===== src/rtl/aes_round_sequencer_if.sv =====
// Block stream, round-key store and round-datapath signals of the AES
// round sequencer; slave is the sequencer, master is its environment.
interface aes_round_sequencer_if;
   logic         in_valid;
   logic         in_ready;
   logic [127:0] in_data;
   logic [3:0]   key_idx;
   logic [127:0] key_in;
   logic         rnd_en;
   logic         fin_en;
   logic [127:0] rnd_state;
   logic [127:0] rnd_key;
   logic [127:0] rnd_result;
   logic [127:0] fin_result;
   logic         out_valid;
   logic         out_ready;
   logic [127:0] out_data;
   logic [31:0]  blk_count;

   modport master (
      output in_valid, in_data, key_in,
      output rnd_result, fin_result, out_ready,
      input  in_ready, key_idx, rnd_en, fin_en,
      input  rnd_state, rnd_key, out_valid, out_data, blk_count
   );

   modport slave (
      input  in_valid, in_data, key_in,
      input  rnd_result, fin_result, out_ready,
      output in_ready, key_idx, rnd_en, fin_en,
      output rnd_state, rnd_key, out_valid, out_data, blk_count
   );
endinterface


===== src/rtl/aes_round_sequencer.sv =====
// Iterative AES round sequencer: AddRoundKey, NR-1 rounds, final round.
// Define AES_SEQ_PERF_EN to build the block and busy counters.
module aes_round_sequencer #(
   parameter int NR = 10
) (
   input logic                  clk,
   input logic                  rst,
   aes_round_sequencer_if.slave bus
);
   typedef enum logic [1:0] {
      S_IDLE,
      S_ROUND,
      S_FINAL,
      S_DONE
   } state_t;

   localparam logic [3:0] LP_NR   = 4'(NR);
   localparam logic [3:0] LP_LAST = 4'(NR - 1);

   state_t       r_state;
   logic [3:0]   r_rnd;
   logic         r_phase;
   logic [127:0] r_state_reg;
   logic         r_in_ready;
   logic         r_out_valid;
   logic         r_rnd_en;
   logic         r_fin_en;
   logic [3:0]   r_key_idx;
   logic         w_accept;
   logic         w_release;

   assign w_accept  = r_in_ready & bus.in_valid;
   assign w_release = r_out_valid & bus.out_ready;

   always_ff @(posedge clk or posedge rst) begin
      if (rst) begin
         r_state     <= S_IDLE;
         r_rnd       <= 4'd0;
         r_phase     <= 1'b0;
         r_state_reg <= '0;
         r_in_ready  <= 1'b1;
         r_out_valid <= 1'b0;
         r_rnd_en    <= 1'b0;
         r_fin_en    <= 1'b0;
         r_key_idx   <= 4'd0;
      end else begin
         unique case (r_state)
            S_IDLE: begin
               if (w_accept) begin
                  r_state_reg <= bus.in_data ^ bus.key_in;
                  r_rnd       <= 4'd1;
                  r_phase     <= 1'b0;
                  r_in_ready  <= 1'b0;
                  r_rnd_en    <= 1'b1;
                  r_key_idx   <= 4'd1;
                  r_state     <= S_ROUND;
               end
            end
            S_ROUND: begin
               r_phase <= ~r_phase;
               if (r_phase) begin
                  r_rnd <= r_rnd + 4'd1;
                  if (r_rnd == LP_LAST) begin
                     r_rnd_en  <= 1'b0;
                     r_fin_en  <= 1'b1;
                     r_key_idx <= LP_NR;
                     r_state   <= S_FINAL;
                  end else begin
                     r_key_idx <= r_rnd + 4'd1;
                  end
               end
            end
            S_FINAL: begin
               r_phase <= ~r_phase;
               if (r_phase) begin
                  r_fin_en    <= 1'b0;
                  r_out_valid <= 1'b1;
                  r_state     <= S_DONE;
               end
            end
            S_DONE: begin
               if (w_release) begin
                  r_out_valid <= 1'b0;
                  r_in_ready  <= 1'b1;
                  r_key_idx   <= 4'd0;
                  r_rnd       <= 4'd0;
                  r_state     <= S_IDLE;
               end
            end
            default: r_state <= S_IDLE;
         endcase
      end
   end

   // Later rounds chain from the datapath, which holds between updates.
   assign bus.rnd_state = (r_rnd == 4'd1) ? r_state_reg : bus.rnd_result;
   assign bus.rnd_key   = bus.key_in;
   assign bus.key_idx   = r_key_idx;
   assign bus.rnd_en    = r_rnd_en;
   assign bus.fin_en    = r_fin_en;
   assign bus.in_ready  = r_in_ready;
   assign bus.out_valid = r_out_valid;
   assign bus.out_data  = bus.fin_result;

`ifdef AES_SEQ_PERF_EN
   logic [31:0] r_blk_count;
   logic [31:0] r_busy_count;

   always_ff @(posedge clk or posedge rst) begin
      if (rst) begin
         r_blk_count  <= '0;
         r_busy_count <= '0;
      end else begin
         if (w_release)
            r_blk_count <= r_blk_count + 32'd1;
         if (r_state != S_IDLE)
            r_busy_count <= r_busy_count + 32'd1;
      end
   end

   assign bus.blk_count = r_blk_count;
`else
   assign bus.blk_count = '0;
`endif
endmodule


===== src/flat_wrapper.sv =====
// flat-port wrapper written by rule: the top's interface ports become plain ports
module aes_round_sequencer_flat 
#(
   parameter int NR = 10
)
  (clk, rst, bus_in_valid, bus_in_data, bus_key_in, bus_rnd_result, bus_fin_result, bus_out_ready, bus_in_ready, bus_key_idx, bus_rnd_en, bus_fin_en, bus_rnd_state, bus_rnd_key, bus_out_valid, bus_out_data, bus_blk_count);
  aes_round_sequencer_if bus_i ();
  input logic clk;
  input logic rst;
  input wire logic [$bits(bus_i.in_valid)-1:0] bus_in_valid;
  input wire logic [$bits(bus_i.in_data)-1:0] bus_in_data;
  input wire logic [$bits(bus_i.key_in)-1:0] bus_key_in;
  input wire logic [$bits(bus_i.rnd_result)-1:0] bus_rnd_result;
  input wire logic [$bits(bus_i.fin_result)-1:0] bus_fin_result;
  input wire logic [$bits(bus_i.out_ready)-1:0] bus_out_ready;
  output wire logic [$bits(bus_i.in_ready)-1:0] bus_in_ready;
  output wire logic [$bits(bus_i.key_idx)-1:0] bus_key_idx;
  output wire logic [$bits(bus_i.rnd_en)-1:0] bus_rnd_en;
  output wire logic [$bits(bus_i.fin_en)-1:0] bus_fin_en;
  output wire logic [$bits(bus_i.rnd_state)-1:0] bus_rnd_state;
  output wire logic [$bits(bus_i.rnd_key)-1:0] bus_rnd_key;
  output wire logic [$bits(bus_i.out_valid)-1:0] bus_out_valid;
  output wire logic [$bits(bus_i.out_data)-1:0] bus_out_data;
  output wire logic [$bits(bus_i.blk_count)-1:0] bus_blk_count;
  assign bus_i.in_valid = bus_in_valid;
  assign bus_i.in_data = bus_in_data;
  assign bus_i.key_in = bus_key_in;
  assign bus_i.rnd_result = bus_rnd_result;
  assign bus_i.fin_result = bus_fin_result;
  assign bus_i.out_ready = bus_out_ready;
  assign bus_in_ready = bus_i.in_ready;
  assign bus_key_idx = bus_i.key_idx;
  assign bus_rnd_en = bus_i.rnd_en;
  assign bus_fin_en = bus_i.fin_en;
  assign bus_rnd_state = bus_i.rnd_state;
  assign bus_rnd_key = bus_i.rnd_key;
  assign bus_out_valid = bus_i.out_valid;
  assign bus_out_data = bus_i.out_data;
  assign bus_blk_count = bus_i.blk_count;
  aes_round_sequencer #(.NR(NR)) u_core (.clk(clk), .rst(rst), .bus(bus_i));
endmodule

===== config.mk =====
export PLATFORM = sky130hd
export DESIGN_NAME = aes_round_sequencer_flat
export DESIGN_NICKNAME = d
export VERILOG_FILES = /design/src/rtl/aes_round_sequencer_if.sv /design/src/rtl/aes_round_sequencer.sv /design/src/flat_wrapper.sv
export SDC_FILE = /design/constraint.sdc
export NUM_CORES = 1
export LEC_CHECK = 0
export ABC_CLOCK_PERIOD_IN_PS = 12770
export CAP_MARGIN = 20
export CORE_AREA = 2 2 361 363
export CTS_BUF_LIST = sky130_fd_sc_hd__clkbuf_16
export DETAILED_ROUTE_END_ITERATION = 8
export DIE_AREA = 0 0 363 365
export DONT_BUFFER_PORTS = 1
export RECOVER_POWER = 100
export SLEW_MARGIN = 10
export SYNTH_ARGS = -nofsm -noshare
export SYNTH_HDL_FRONTEND = slang
export SYNTH_SLANG_ARGS = --single-unit

===== constraint.sdc =====
create_clock -name clk -period 12.77 [get_ports clk]
set_clock_uncertainty 0.05 [all_clocks]
set_input_delay 3.831 -clock clk [delete_from_list [all_inputs] [get_ports clk]]
set_output_delay 3.831 -clock clk [all_outputs]
set_load 0.02 [all_outputs]

; After elaboration in Yosys (flattened, before gate mapping)
; Index checks and enable logic that the tools add are counted.
[totals]
regBits = 143
input_bits = 516
out_inout_bits = 424
[classes]
addsub = 1
n_eq_ne = 10
n_mux = 29
bitwise = 4
reduce_logical = 16
[ops]
columns = cell, count
row1 = 128-bit 2-to-1 mux, 1
row2 = 128-bit bitwise XOR, 1
row3 = 4-bit one-hot mux with 3 select lines, 2
row4 = 4-bit 2-to-1 mux, 5
row5 = 4-bit AND reduction, 3
row6 = 1-bit 2-to-1 mux, 10
row7 = 2-bit 2-to-1 mux, 5
row8 = 2-bit by 1-bit != test with 1-bit output (second input constant), 5
row9 = 1-bit one-hot mux with 2 select lines, 5
row10 = 2-bit nonzero test, 5
row11 = 2-bit one-hot mux with 4 select lines, 1
row12 = 3-bit AND reduction, 2
row13 = 5-bit AND reduction, 1
row14 = 4-bit by 1-bit adder with 4-bit output (second input constant), 1
row15 = 2-bit == test (second input constant), 2
row16 = 4-bit by 1-bit == test with 1-bit output (second input constant), 1
row17 = 4-bit == test (second input constant), 1
row18 = 2-bit AND reduction, 2
row19 = 3-bit nonzero test, 1
row20 = 1-bit AND, 2
row21 = 2-bit by 1-bit == test with 1-bit output (second input constant), 1
row22 = 2-bit logical NOT, 1
row23 = 2-bit OR reduction, 1
row24 = 1-bit NOT, 1

; Longest topological paths before layout
; Gate-level depths: netlist of the first run.
[depth]
word_depth = 4
ltp_mapped = 8

; Worst setup path before layout of the first run
; OpenSTA, ideal clock, no wires.
[synth_path]
path_kind = in2out
from = input port bus_rnd_result[0]
to = output port bus_rnd_state[0]
arrival_time_ns = 4.133
required_ns = 8.889
path_slack_ns = 4.756
stages = 1
n_path_buf = 0
path_cell_list = mux2_2
[synth_between]
elab_chain_len = 1
[synth_lines]
columns = element, line_no
row1 = from (decl), flat_wrapper.sv:13  ; input wire logic [$bits(bus_i.rnd_result)-1:0] bus_rnd_result;
row2 = 128-bit 2-to-1 mux, aes_round_sequencer.sv:96  ; assign bus.rnd_state = (r_rnd == 4'd1) ? r_state_reg : bus.rnd_result;
row3 = to (decl), flat_wrapper.sv:20  ; output wire logic [$bits(bus_i.rnd_state)-1:0] bus_rnd_state;
; Every way passes these cells.

; Worst setup path after layout of the first run
[layout_path]
from = register u_core.r_rnd[0]
to = output port bus_rnd_state[55]
[layout_between]
elab_chain_len = 2
[layout_lines]
columns = element, line_no
row1 = from (decl), aes_round_sequencer.sv:21  ; logic [3:0] r_rnd;
row2 = from (signal assigned), aes_round_sequencer.sv:62  ; r_rnd <= r_rnd + 4'd1;
row3 = 4-bit by 1-bit == test with 1-bit output, aes_round_sequencer.sv:96
row4 = 128-bit 2-to-1 mux, aes_round_sequencer.sv:96
; Every way passes these cells.

==> metrics.txt, run 1 <==
CTS tree=yes; H-tree depth=4; sequential element share of the synthesized area=0.350; Iteration-0 DRC Markers=between 300 and 400; initial antenna violation count=38; Worst-Margin Slew=5.02 ns; maximum buffer depth of the clock tree=2; vias in the first global route=5953; PortBufs=0; drt drc=0; RSZ-0062 raised after global routing=false; dpl hpwl=54100 µm; Starting Density=0.0794; proportion of layout cells with a drive suffix above 1=0.0541; vias=6286; GR Util All Layers=0.0906; Die ar.=132000 µm²; worst r2r src=u_core.r_state[0]; # fillers=between 10000 and 15000; crit path max-delay cell type=nor3b_1; critical path capture point type=output pin; CP Class=flip-flop to output pin; R2R Path End=u_core.r_state_reg[41]; area of the core=129000 µm²; ranking of synthesized cells by area=dfrtp_1, buf_4, mux2_2; hold_sp=u_core.r_state_reg[14]; Die Ht=~370 µm; top cells by count, synth=buf_4, dfrtp_1, nand2_1; Worst path top cell family by delay=simple AND/OR/NAND/NOR gates; Final Max Tran Viols=~250; Vias/cell=2.53; Pleak=roughly 0.0038 µW; cell repeated most along the worst path=buf_4; Post-synth EDFFs=0; maximum fanout along the worst path=70; R2R cell count=6; fmax=approximately 0.11 GHz; Worst-Skew Late Latency=0.51 ns; Layout area overhead=3.66%; GPL Wtd Cong=between 0.7 and 0.8; register area=approximately 3600 µm²; Post-CTS Repair Setup Buffers=0; CTS buffer count=17; Avg Synthesized Cell Area=slightly below 10 µm²; first-pass GRT wire length=roughly 73000 µm; Yosys cell types=38; Final Hold Vio Count=0; placed inst area=approximately 10000 µm²; Worst Hold Class=flip-flop to flip-flop; hold path cells=2; num rows=about 130; clock sink count=roughly 140; Synth area leader=dfrtp_1; ordered list of cells on the worst path=ha_1 -> nor3b_1 -> buf_4 -> buf_4 -> mux2_1; FF+latch count, synth=143; r2r setup slk=between 6 and 7 ns; normalized max-slew margin=-2.35; Worst Path Arrival=~5.3 ns; Top FF cell, synth=dfrtp_1; area of the mapped netlist=between 10000 and 15000 µm²; Peak VDD IR=about 0.12 mV; drt first pass iters=5; post-CTS sizing=0; Power per Cell Area=~250 nW/µm²; top-area cell type share of the netlist area=0.348; I/O pin cnt=940; max reg flops=130; max cap viols=4; Worst path max stage delay=between 1.5 and 2 ns; Final nets=around 1300; Final Instance Area=about 11000 µm²; setup tns final=0 ns; violated checks=capacitance limit, slew limit; Multi-input gate area=4260 µm²; Die W=~360 µm; largest net degree at the start of global routing=approximately 100; WP buf/inv=2; Root Driver=clkbuf_16; Final ANT Viol Nets=0; hold buffers post-CTS=0; Synth Instances=1058; DR WL/cell=about 25 µm; DRT Wirelength=about 63000 µm; GRT overflow=0; crit start category=flip-flop; Final period util=0.722; asr flop ratio synth=1.00; worst endpoint required time=slightly below 9 ns; hold endpoint=u_core.r_state_reg[14]; setup violators final=0; YS warnings=0; CTS clk-pin slew, worst paths=0.08 ns; status=finished with violations; post-layout min period=just over 9 ns; most frequent cell after synthesis=buf_4
[kinds of logic (layout without fill, tap and decap cells)]
logic type	Yosys count	count (layout)	share of synthesized area
other	1	46	0.000367
xor gates and xnor gates	130	130	0.111
muxes	131	131	0.144
DFF	143	143	0.350
and+or+nand+nor	151	151	0.0613
adders and majority gates	7	7	0.00857
buffers and inverters	341	47	0.243
AOI/OAI and AO/OA	154	154	0.0808
[metal layers]
metal | wire (µm) | part of all wire | vias up | track usage
li1 | - | - | 2628 | -
met1 | 23300 | 0.37 | 2896 | 0.0959
met2 | 25200 | 0.40 | 544 | 0.122
met3 | 11300 | 0.18 | 174 | 0.0762
met4 | 2780 | 0.044 | 44 | 0.0471
met5 | 315 | 0.0050 | - | 0.0240
[cell type report]
class / count / area share
Clock inverter: 15 / 0.0120
Timing Repair Buffer: 6 / 0.00354
Multi-Input combinational cell: 605 / 0.402
Inverter: 9 / 0.00331
Antenna cell: 14 / 0.00331
Tap cell: 1675 / 0.198
Sequential cell: 143 / 0.338
Clock buffer: 17 / 0.0402
[how the worst max path moves through the flow]
stage	endpoint	depth (start not counted)	slack, ns	startpoint
floorplan	bus_rnd_state[0]	1	4.76	bus_rnd_result[0]
global placement	bus_rnd_state[0]	1	4.64	bus_rnd_result[0]
detailed placement	bus_rnd_state[0]	1	4.64	bus_rnd_result[0]
CTS	bus_rnd_state[0]	1	4.64	bus_rnd_result[0]
global route	bus_rnd_state[55]	6	3.02	u_core.r_rnd[1]
finish	bus_rnd_state[55]	5	3.55	u_core.r_rnd[0]
[stage by stage]
step | utilization | hold WS (ns) | std cells | total power, µW | setup WS, ns
after floorplan | - | 0.394 | 1089 | 2020 | 4.76
after global placement | 0.0781 | 0.410 | 2438 | 2240 | 4.64
after detailed placement | 0.0781 | 0.416 | 2438 | 2270 | 4.64
after CTS | 0.0824 | 0.432 | 2470 | 2840 | 4.64
after global routing | 0.0823 | 0.458 | 2479 | 2860 | 3.02
final | 0.0824 | 0.429 | 2484 | 2660 | 3.55
[worst min-delay path, delay by kind of cell, from the launching register on]
family / cells / cell delay [ns]
compound gates: 1 / 0.06
simple gates: 1 / 0.05
flops: 1 / 0.34
[cells in the final DEF, fill, tap and decap left out, types with 2 or more instances in the layout]
master	Yosys	layout
a32o_1	2	2
a31oi_1	4	4
xnor2_1	129	129
clkinv_4	0	4
inv_6	0	4
conb_1	1	32
a21oi_1	4	4
a21boi_2	2	2
clkbuf_16	0	17
nand3b_1	2	2
o21ai_0	134	134
mux2_1	0	125
diode_2	0	14
mux2_2	130	5
ha_1	7	7
nand2b_1	3	3
nand2_1	135	135
inv_1	9	8
o21a_1	2	2
nand3_1	2	3
clkinvlp_4	0	2
clkbuf_1	13	2
dfrtp_1	142	142
buf_4	292	4
inv_8	0	3
[power by group]
group / internal (µW) / total (µW) / switching (µW)
Sequential: 657 / 877 / 220
Combinational: 363 / 1260 / 892
Clock: 254 / 525 / 271
Total: 1270 / 2660 / 1380
No activity file was read; power rests on OpenSTA's default activity.
==> run 2: changes to the inputs <==
--- a/config.mk
+++ b/config.mk
@@ -5,7 +5,7 @@
 export SDC_FILE = /design/constraint.sdc
 export NUM_CORES = 1
 export LEC_CHECK = 0
-export ABC_CLOCK_PERIOD_IN_PS = 12770
+export ABC_CLOCK_PERIOD_IN_PS = 8500
 export CAP_MARGIN = 20
 export CORE_AREA = 2 2 361 363
 export CTS_BUF_LIST = sky130_fd_sc_hd__clkbuf_16
==> constraint.sdc (replaced) <==
create_clock -name clk -period 8.5 [get_ports clk]
set_clock_uncertainty 0.05 [all_clocks]
set_input_delay 2.55 -clock clk [delete_from_list [all_inputs] [get_ports clk]]
set_output_delay 2.55 -clock clk [all_outputs]
set_load 0.02 [all_outputs]
==> run 2 against run 1 <==
Against the previous run: the run still ends with capacitance limit, slew limit left; combinational power grew 50%; design area up 0.28%; register-to-register slack worse by 2.8 ns; global-route usage is essentially flat; die area unchanged; routed wire length is 0.10% higher; setup slack worse by 1.2 ns; first-iteration DRC count up 4.6%; final cell count decreased by 0.20%; clock power rose by 57%; power is 51% higher.
==> metrics.txt, run 2 (synthesized netlist as in run 1, its figures left out) <==
Die Ht=365 µm; fmax=0.163 GHz; Worst-Margin Slew=around 4.6 ns; Die W=around 360 µm; CTS tree=yes; first-pass GRT wire length=~73000 µm; Final period util=0.721; Final Max Tran Viols=roughly 350; GRT overflow=0; maximum fanout along the worst path=110; worst endpoint required time=a little under 9 ns; largest net degree at the start of global routing=~120; CTS clk-pin slew, worst paths=roughly 0.08 ns; maximum buffer depth of the clock tree=2; critical path capture point type=flip-flop; hold path cells=2; H-tree depth=4; Iteration-0 DRC Markers=366; PortBufs=0; post-CTS sizing=0; worst r2r src=u_core.r_state[0]; normalized max-slew margin=-2.07; most frequent cells in the layout=dfrtp_1, nand2_1, o21ai_0, xnor2_1, mux2_1; Final Hold Vio Count=0; launch point of the worst path=bus_in_valid; DRT Wirelength=~63000 µm; Inst Count DP=2436; commonest non-fill, non-tap cell in the layout=dfrtp_1; max reg flops=130; hold endpoint=u_core.r_state_reg[0]; violated checks=capacitance limit, slew limit; Vias/cell=roughly 2.5; Final nets=approximately 1300; proportion of layout cells with a drive suffix above 1=0.0555; clock sink count=between 100 and 150; max cap viols=4; GPL Wtd Cong=0.741; vias=roughly 6300; vias in the first global route=around 6000; drt drc=0; Die ar.=around 130000 µm²; Worst-Skew Late Latency=between 0.5 and 0.6 ns; Worst Hold Class=flip-flop to flip-flop; Power per Cell Area=379 nW/µm²; Post-CTS Repair Setup Buffers=0; Root Driver=clkbuf_16; drt first pass iters=4; R2R Path End=u_core.r_state_reg[66]; hold_sp=u_core.r_state_reg[0]; num rows=roughly 130; initial antenna violation count=38; crit start category=input pin; r2r setup slk=between 3 and 4 ns; Worst Path Arrival=approximately 6.4 ns; Layout area overhead=3.95%; GR Util All Layers=0.0905; CTS buffer count=17; area of the core=129000 µm²; post-layout min period=just over 6 ns; Final Non-Filler Cells=2479; status=finished with violations; setup tns final=0 ns; CP Class=input pin to flip-flop; setup violators final=0; Peak VDD IR=~0.22 mV; dpl hpwl=approximately 54000 µm; Hold WS=0.429 ns; RSZ-0062 raised after global routing=false; I/O pin cnt=940; DR WL/cell=25.4 µm; Starting Density=0.0794; Pleak=about 0.0038 µW; Final ANT Viol Nets=0; R2R cell count=5; hold buffers post-CTS=0
run 2: routing by layer:
layer | GRT usage | share of wire
met5 | 0 | 0.0039
met4 | 0.0419 | 0.040
met3 | 0.0713 | 0.17
met2 | 0.122 | 0.40
met1 | 0.102 | 0.38
run 2: where the power goes:
group	switching [µW]	internal, µW
sequential	321	987
clock	413	411
combinational	1340	551
run 2: cell type report:
cell class | count | area, µm²
Timing Repair Buffer | 4 | 37.5
Multi-Input combinational cell | 605 | 4270
Sequential cell | 143 | 3580
Inverter | 9 | 35.0
Tap cell | 1675 | 2100
Fill cell | 14902 | 118000
Clock buffer | 17 | 425
Clock inverter | 15 | 154
Antenna cell | 11 | 27.5
run 2: worst max-delay path, stage by stage:
cell      delay [ns]
nand3_1         1.58
clkbuf_2        1.59
o21ai_0         0.36
run 2: worst max-delay path by stage:
stage / end / slack (ns) / cells after the start
after floorplan: u_core.bus.fin_en / 2.06 / 1
after global placement: bus_rnd_state[0] / 2.92 / 1
after detailed placement: bus_rnd_state[0] / 2.92 / 1
after CTS: bus_rnd_state[55] / 2.61 / 4
after global routing: u_core.r_state_reg[66] / 1.82 / 3
final: u_core.r_state_reg[66] / 2.37 / 3
run 2: metrics by stage:
step	total power (µW)	cell area, µm²	utilization	setup slack (ns)
floorplan	3030	10300	-	2.06
global placement	3370	10000	0.0781	2.92
detailed placement	3410	10000	0.0781	2.92
CTS	4300	10600	0.0826	2.61
global route	4330	10600	0.0824	1.82
finish	4030	10600	0.0826	2.37
==> run 3: changes to the inputs <==
--- a/config.mk
+++ b/config.mk
@@ -5,7 +5,7 @@
 export SDC_FILE = /design/constraint.sdc
 export NUM_CORES = 1
 export LEC_CHECK = 0
-export ABC_CLOCK_PERIOD_IN_PS = 8500
+export ABC_CLOCK_PERIOD_IN_PS = 5850
 export CAP_MARGIN = 20
 export CORE_AREA = 2 2 361 363
 export CTS_BUF_LIST = sky130_fd_sc_hd__clkbuf_16
==> constraint.sdc (replaced) <==
create_clock -name clk -period 5.85 [get_ports clk]
set_clock_uncertainty 0.05 [all_clocks]
set_input_delay 1.755 -clock clk [delete_from_list [all_inputs] [get_ports clk]]
set_output_delay 1.755 -clock clk [all_outputs]
set_load 0.02 [all_outputs]
==> run 3 against run 2 <==
Against the previous run: the flow still finishes with violations (capacitance limit, slew limit); clock power increased by 44%; setup slack got worse by 1.6 ns; critical path depth increased by 1; design area increased by 0.26%; sequential power increased by 42%; via count increased by 1.7%; non-clock buffer count increased by 1; power increased by 44%; sequential cell count unchanged; final cell count unchanged; die area unchanged; sequential share of layout area decreased by 0.087 points.
==> metrics.txt, run 3 (synthesized netlist as in run 1, its figures left out) <==
sw power=about 3000 µW; initial antenna violation count=between 40 and 50; R2R Path End=u_core.r_state_reg[15]; status=finished with violations; I/O pin cnt=940; max cap viols=3; crit path to=bus_rnd_state[0]; maximum buffer depth of the clock tree=2; GRT overflow=0; Seq pwr share=0.321; Power per Cell Area=around 540 nW/µm²; r2r setup slk=between 1 and 1.5 ns; drt drc=0; setup tns final=0 ns; WP buf/inv=1; Final Instance Area=~11000 µm²; Inst Count DP=2437; DR WL/cell=about 25 µm; Switching Share=0.503; post-CTS sizing=0; Worst-Margin Slew=about 3.0 ns; GPL Wtd Cong=between 0.7 and 0.8; Iteration-0 DRC Markers=410; fmax=just under 0.2 GHz; CTS clk-pin slew, worst paths=approximately 0.070 ns; Final Max Tran Viols=roughly 250; most frequent cells in the layout=dfrtp_1, nand2_1, o21ai_0, xnor2_1, mux2_1; RSZ-0062 raised after global routing=false; Die W=~360 µm; Levels on crit path=4; Worst path max stage delay=1.20 ns; dpl hpwl=54500 µm; Final period util=0.866; Clk pwr share=0.205; Worst Hold Class=flip-flop to flip-flop; worst r2r src=u_core.bus.in_ready; crit start category=flip-flop; hold_sp=u_core.r_state_reg[71]; Worst path top cell family by delay=buffers and inverters; Root Driver=clkbuf_16; Starting Density=0.0794; Comb pwr share=0.474; PortBufs=0; post-layout min period=~5.1 ns; Post-CTS Repair Setup Buffers=0; Peak VDD IR=0.185 mV; R2R cell count=4; register area=between 3000 and 4000 µm²; maximum fanout along the worst path=58; Vias/cell=roughly 2.6; largest net degree at the start of global routing=140; num rows=approximately 130; launch point of the worst path=u_core.r_rnd[0]; crit path max-delay cell type=clkbuf_2; area of the core=129000 µm²; clock sink count=around 140; vias in the first global route=5869; ordered list of cells on the worst path=ha_1 -> nor3b_4 -> clkbuf_2 -> mux2_1; Final Non-Filler Cells=around 2500; Die Ht=365 µm; Int Pwr=2880 µW; violated checks=capacitance limit, slew limit; drt first pass iters=7; worst endpoint required time=around 4 ns; normalized max-slew margin=-0.998; hold buffers post-CTS=0; max reg flops=130; CTS buffer count=17; Die ar.=around 130000 µm²; Final ANT Viol Nets=0; H-tree depth=4; commonest non-fill, non-tap cell in the layout=dfrtp_1; first-pass GRT wire length=71400 µm; vias=6423; Worst Path Arrival=3.26 ns; GR Util All Layers=0.0881; CTS tree=yes; placed inst area=~10000 µm²; Final Hold Vio Count=0; # fillers=approximately 15000; setup violators final=0; Final nets=1304; DRT Wirelength=61900 µm; proportion of layout cells with a drive suffix above 1=0.0567; Layout area overhead=4.22%; Multi-input gate area=around 4300 µm²; critical path capture point type=output pin; Worst-Skew Late Latency=0.49 ns; Overall Power=5790 µW; CP Class=flip-flop to output pin; Pleak=0.00380 µW
[run 3: cell count changes in the layout (fill, tap and decap cells not counted), sizes merged]
cell,delta
buf,+1
inv,+1
diode,-1
bufinv,+1
clkinvlp,-1
clkinv,-1
[run 3: worst min-delay path by stage]
stage | cells past startpoint | endpoint | slack [ns]
finish | 2 | u_core.r_state_reg[71] | 0.43
CTS | 2 | u_core.r_state_reg[71] | 0.43
global route | 2 | u_core.r_state_reg[9] | 0.45
floorplan | 2 | u_core.r_state_reg[0] | 0.39
global placement | 2 | u_core.r_state_reg[68] | 0.41
detailed placement | 2 | u_core.r_state_reg[71] | 0.42
[run 3: power groups by stage]
stage          logic (µW)  registers (µW)  clock network, µW
6_report             2740            1860               1190
5_1_grt              2980            1930               1280
4_1_cts              2950            1900               1250
3_5_place_dp         2940            1920                  0
3_3_place_gp         2900            1910                  0
2_1_floorplan        2770            1630                  0
[run 3: stage by stage]
step / utilization / setup WS [ns] / hold WS (ns)
4_1_cts: 0.0828 / 1.13 / 0.432
5_1_grt: 0.0827 / 0.544 / 0.448
3_5_place_dp: 0.0781 / 1.72 / 0.416
6_report: 0.0828 / 0.786 / 0.430
3_3_place_gp: 0.0781 / 1.74 / 0.414
2_1_floorplan: - / 0.209 / 0.394
[run 3: final cells by class]
| class | instances | share of cell area |
|---|---|---|
| Inverter | 9 | 0.00352 |
| Clock inverter | 15 | 0.0163 |
| Clock buffer | 17 | 0.0399 |
| Tap cell | 1675 | 0.197 |
| Timing Repair Buffer | 5 | 0.00423 |
| Sequential cell | 143 | 0.336 |
| Multi-Input combinational cell | 605 | 0.401 |
| Antenna cell | 10 | 0.00235 |
[run 3: tightest hold or removal path, stage by stage (launching register included)]
cell     delay (ns)
dfrtp_1        0.34
nand2_1        0.05
o21ai_0        0.06
[run 3: routing by layer]
metal / up-vias / global-route usage / routed length (µm)
li1: 2597 / - / -
met1: 3033 / 0.0956 / 22600
met2: 575 / 0.117 / 24700
met3: 162 / 0.0789 / 11800
met4: 56 / 0.0404 / 2360
met5: - / 0 / 359
